**config.mk**
```make
export PLATFORM = sky130hd
export DESIGN_NAME = slot_min_scanner
export DESIGN_NICKNAME = d
export VERILOG_FILES = /design/src/rtl/slot_min_scanner_pkg.sv /design/src/rtl/slot_min_scanner.sv
export SDC_FILE = /design/constraint.sdc
export NUM_CORES = 1
export LEC_CHECK = 0
export ABC_AREA = 1
export CORE_MARGIN = 5
export CORE_UTILIZATION = 35
export CTS_BUF_LIST = sky130_fd_sc_hd__clkbuf_16
export DETAILED_ROUTE_END_ITERATION = 8
export DONT_BUFFER_PORTS = 1
export RECOVER_POWER = 25
export SLEW_MARGIN = 30
export SYNTH_ARGS = -nofsm -noshare
export SYNTH_HDL_FRONTEND = slang
export SYNTH_SLANG_ARGS = --single-unit
```
**constraint.sdc**
```tcl
create_clock -name clk_in -period 4.5 [get_ports clk_in]
set_input_delay 0.45 -clock clk_in [delete_from_list [all_inputs] [get_ports clk_in]]
set_output_delay 0.45 -clock clk_in [all_outputs]
set_load 0.03 [all_outputs]
```
**src/rtl/slot_min_scanner_pkg.sv**
```systemverilog
// Shared sizing constants and FSM state type for the slot argmin scanner.
package slot_min_scanner_pkg;

  localparam int unsigned NUM_SLOTS = 7;
  localparam int unsigned VAL_W     = 9;
  localparam int unsigned IDX_W     = 3;
  localparam logic [VAL_W-1:0] SLOT_RESET = 9'h1FF;

  typedef enum logic [1:0] {
    IDLE = 2'd0,
    SCAN = 2'd1,
    HOLD = 2'd2
  } state_t;

endpackage

```
**src/rtl/slot_min_scanner.sv**
```systemverilog
// Seven registered value slots with a sequential argmin scan over the first N
// slots, one comparison per cycle; the result is held until handshaked.
module slot_min_scanner
  import slot_min_scanner_pkg::*;
(
  input  logic                              clk_in,
  input  logic                              rst_in,
  input  logic                              wr_valid_in,
  output logic                              wr_ready_out,
  input  logic [IDX_W-1:0]                  wr_index_in,
  input  logic [VAL_W-1:0]                  wr_value_in,
  input  logic [IDX_W-1:0]                  count_in,
  input  logic                              scan_start_in,
  output logic                              busy_out,
  output logic                              result_valid_out,
  input  logic                              result_ready_in,
  output logic [IDX_W-1:0]                  result_index_out,
  output logic [VAL_W-1:0]                  result_value_out,
  output logic [NUM_SLOTS-1:0][VAL_W-1:0]   vals_out
);

  state_t                          r_state;
  state_t                          w_next;
  logic [NUM_SLOTS-1:0][VAL_W-1:0] r_vals;
  logic [IDX_W-1:0]                r_n;
  logic [IDX_W-1:0]                r_k;
  logic [VAL_W-1:0]                w_cand;
  logic                            w_less;
  logic                            w_start;
  logic                            w_write;

  assign vals_out = r_vals;
  assign w_write  = wr_valid_in && wr_ready_out && (wr_index_in < IDX_W'(NUM_SLOTS));

  always_ff @(posedge clk_in) begin
    if (rst_in) begin
      r_state <= IDLE;
    end else begin
      r_state <= w_next;
    end
  end

  // r_k == r_n marks that every active slot has been compared.
  always_comb begin
    w_next           = r_state;
    wr_ready_out     = 1'b0;
    busy_out         = 1'b0;
    result_valid_out = 1'b0;
    w_start          = 1'b0;
    case (r_state)
      IDLE: begin
        wr_ready_out = !scan_start_in;
        if (scan_start_in) begin
          w_start = 1'b1;
          w_next  = SCAN;
        end
      end
      SCAN: begin
        busy_out = 1'b1;
        if (r_k == r_n) begin
          w_next = HOLD;
        end
      end
      HOLD: begin
        busy_out         = 1'b1;
        wr_ready_out     = 1'b1;
        result_valid_out = 1'b1;
        if (result_ready_in) begin
          w_next = IDLE;
        end
      end
      default: w_next = IDLE;
    endcase
  end

  always_comb begin
    w_cand = SLOT_RESET;
    for (int unsigned i = 0; i < NUM_SLOTS; i++) begin
      if (r_k == IDX_W'(i)) begin
        w_cand = r_vals[i];
      end
    end
  end

  assign w_less = w_cand < result_value_out;

  always_ff @(posedge clk_in) begin
    if (rst_in) begin
      r_vals           <= {NUM_SLOTS{SLOT_RESET}};
      r_n              <= '0;
      r_k              <= '0;
      result_index_out <= '0;
      result_value_out <= '0;
    end else begin
      for (int unsigned i = 0; i < NUM_SLOTS; i++) begin
        if (w_write && (wr_index_in == IDX_W'(i))) begin
          r_vals[i] <= wr_value_in;
        end
      end
      if (w_start) begin
        r_n              <= (count_in == '0) ? IDX_W'(1) : count_in;
        r_k              <= IDX_W'(1);
        result_index_out <= '0;
        result_value_out <= r_vals[0];
      end else if ((r_state == SCAN) && (r_k != r_n)) begin
        if (w_less) begin
          result_index_out <= r_k;
          result_value_out <= w_cand;
        end
        r_k <= r_k + IDX_W'(1);
      end
    end
  end

endmodule

```
==> out/qor.csv <==
metric;value;unit
xor-xnor portion of the synthesized cell area;0.00605;
cell with the most instances on the worst path;nand2_1;
global-route usage over all layers;0.194;
count of buffers added by post-CTS timing repair for setup;0;
max-cap violations;0;
Critical Path End Type;flip-flop;
clock-pin slew reported for the worst setup and hold paths after clock tree synthesis;0.07;ns
critical path's slowest cell;nor2_1;
global-route wire length before repair;21600;um
PortBufs;0;
unrepaired setup endpoints after global routing;no;
DIE WIDTH;121;um
max-slew violation total from the final report;0;
count of clock tree sinks;83;
H-Tree Level Count;3;
critical setup path kind;reg -> reg;
Post-Synthesis Cells;637;
via count of the first global-routing pass;3798;
final-layout setup total negative slack;0;ns
synthesized area per cell;6.82;um2
share of async-settable or async-resettable flops after synthesis;0;
core box area;0.0121;mm2
Power, Total;2.70;mW
post-synthesis instance area;0.00434;mm2
number of cells upsized or downsized after cts;0;
dominant combinational cell family by area after synthesis;simple AND/OR/NAND/NOR gates;
net count of the finished layout;667;
number of antenna violations at the first check in global routing;0;
area share of the leading cell type in the synthesized netlist;0.382;
mean number of vias per cell;5.03;
multiplexer share of the synthesized area;0;
hpwl dp;10700;um
Final Hold Viols;0;
area of the die;0.0147;mm2
Clock Path Buffers;2;
hold-critical path depth;1;
height of the chip;121;um
post-synthesis share of cell area spent on full adders, half adders and majority gates;0.0490;
endpoint with the worst hold slack;r_n[0]$_SDFFE_PP0P_;
portion of the post-synthesis area used by sequential elements;0.382;
primary flip-flop cell chosen by synthesis mapping;dfxtp_1;
worst-skew pair later-pin latency;0.35;ns
critical path cell sequence;inv_1, ha_1, inv_1, nor2_1, nand2_1, nand3_1, nand2_1, nand2_1, nand3_1, nand2_1, a21boi_0, ha_1, a21oi_1, o21ai_0, nor3_4, nand2_4, o21ai_0, nor2_1;
remaining design rule violation count;0;
remaining max-slew budget at the tightest pin;0.514;
number of enable flip-flop cells after synthesis;0;
largest net degree at the start of global routing;68;
Final Skew;0.0109;ns
share of synthesized cell area in and, or, nand and nor gates;0.375;
Synthesized Nets;674;
cell chosen for the clock root;clkbuf_16;
placer's final routability congestion estimate;0.887;
Peak supply drop;0.000228;V
FF+latch count, synth;83;
total gr overflow;0;
number of design-rule violations left by the first detailed-router iteration;184;
Worst Path Arrival;3.76;ns
status;complete, no violations;
average routed wire per standard cell;17.8;um
top cells by area, synth;dfxtp_1, nand2_1, nand3_1, inv_1, ha_1;
share of the synthesized area in compound gates (AO/OA/AOI/OAI);0.102;
remaining antenna violation count;0;
ANT cells;0;
worst reg-to-reg path cell count;18;
area grow syn2layout;9.53;%
number of buffers inserted during clock tree synthesis;9;
First-pass DRT Iterations;5;
Worst Max-Slew Pin Slew;0.725;ns
highest net fanout along the worst path;14;
synth unique cells;32;
startpoint type of the worst setup path;flip-flop;
TritonCTS clock tree;built;
count of warnings emitted by yosys;0;
Critical R2R Launch;r_k[1]$_SDFFE_PP0P_;
via count;4042;
slowest stage delay, CP;0.42;ns
layout cells sized above 1;0.0709;
final critical-path share of the clock period;0.781;
Starting Density;0.359;
shortest clock period the worst path allows after layout;3.51;ns
final setup violation count;0;
maximum achievable frequency;0.285;GHz
library cell with the largest summed area after synthesis;dfxtp_1;
Hold Path Origin;rst_in;
static leakage power;2.33;nW
kind of path behind the tightest hold check;in -> reg;
Detailed Route WL;14300;um
end of the worst register-to-register path;result_index_out[2]$_SDFFE_PP0P_;
critical path data required time;4.74;ns
worst reg-to-reg setup slack;0.99;ns
Cell Pwr Density;567;mW/mm2
number of buffers inserted by hold repair at cts;0;
Boundary Pins;98;
site row count;40;
-- per-layer routing --
metal / track usage / part of all wire / vias to the layer above
met1: 0.245 / 0.42 / 1873
met3: 0.0639 / 0.088 / 19
met2: 0.315 / 0.47 / 125
met4: 0.0581 / 0.016 / 0
li1: - / - / 2025
met5: 0 / 0 / -
-- worst max-delay path by stage --
| stage | endpoint | slack [ns] | start | depth (start not counted) |
|---|---|---|---|---|
| 2_1_floorplan | result_index_out[2]$_SDFFE_PP0P_ | 1.60 | r_k[0]$_SDFFE_PP0P_ | 18 |
| 3_3_place_gp | result_index_out[2]$_SDFFE_PP0P_ | 1.14 | r_k[0]$_SDFFE_PP0P_ | 17 |
| 3_5_place_dp | result_index_out[2]$_SDFFE_PP0P_ | 1.04 | r_k[1]$_SDFFE_PP0P_ | 19 |
| 4_1_cts | result_index_out[2]$_SDFFE_PP0P_ | 1.02 | r_k[1]$_SDFFE_PP0P_ | 18 |
| 5_1_grt | result_index_out[2]$_SDFFE_PP0P_ | 0.67 | r_k[0]$_SDFFE_PP0P_ | 17 |
| 6_report | result_index_out[2]$_SDFFE_PP0P_ | 0.99 | r_k[1]$_SDFFE_PP0P_ | 18 |
-- worst max-delay path, delay by kind of cell (launching register included) --
kind	cells	cell delay [ns]
and+or+nand+nor	10	1.57
adders and majority gates	2	0.67
AOI/OAI and AO/OA	4	0.61
DFF	1	0.36
buffers and inverters	2	0.19
-- cells by family (layout without fill, tap and decap cells) --
group           Yosys count  count (layout)
simple gates            372             372
buf+inv                  90              88
flops                    83              83
compound gates           72              72
fa+ha+maj                17              17
xor+xnor                  3               3
-- through the flow --
step | worst slack [ns] | hold slack (ns) | instance area [um2] | util | instances
3_3_place_gp | 1.14 | 0.472 | 4470 | 0.369 | 787
4_1_cts | 1.02 | 0.152 | 4750 | 0.392 | 803
3_5_place_dp | 1.04 | 0.473 | 4470 | 0.369 | 787
5_1_grt | 0.674 | 0.155 | 4760 | 0.393 | 803
6_report | 0.987 | 0.161 | 4760 | 0.393 | 803
2_1_floorplan | 1.60 | 0.459 | 4340 | - | 637
-- cells in the final DEF (no fill, tap or decap), drive strengths merged --
cell,instances
buf,1
xnor2,3
inv,68
clkbuf,9
nand2,235
o21ai,22
o211ai,18
dfxtp,83
a21boi,8
clkinvlp,2
nor2,53
nor3,7
o21a,2
clkinv,8
nand4,2
a21oi,22
ha,17
nand3,75
-- flip-flops by register name (all words and copies together) (netlist names) --
signal	flops
vals_out	63
result_value_out	9
r_k	3
r_n	3
result_index_out	3
r_state	2
-- cell usage after synthesis (all sizes together) (7+ instances only) --
library cell and instances:
nand2 235, o211ai 18, a21oi 22, inv 68
nor3 7, a21boi 8, dfxtp 83, buf 7
o21ai 22, nor2 53, clkbuf 12, nand3 75
ha 17
-- final cells by class --
cell class	instances	area, um2
well taps	168	210
inverters	71	277
repair buffers	1	7.51
clock buffers	9	225
flip-flops and latches	83	1660
fillers	1327	7350
clock inverters	7	52.6
multi-input cells	464	2320
-- power breakdown --
group	switching (mW)	internal, mW
Sequential	0.220	0.824
Combinational	0.638	0.318
Clock	0.322	0.377
Total	1.18	1.52
No activity file was read; power rests on OpenSTA's default activity.
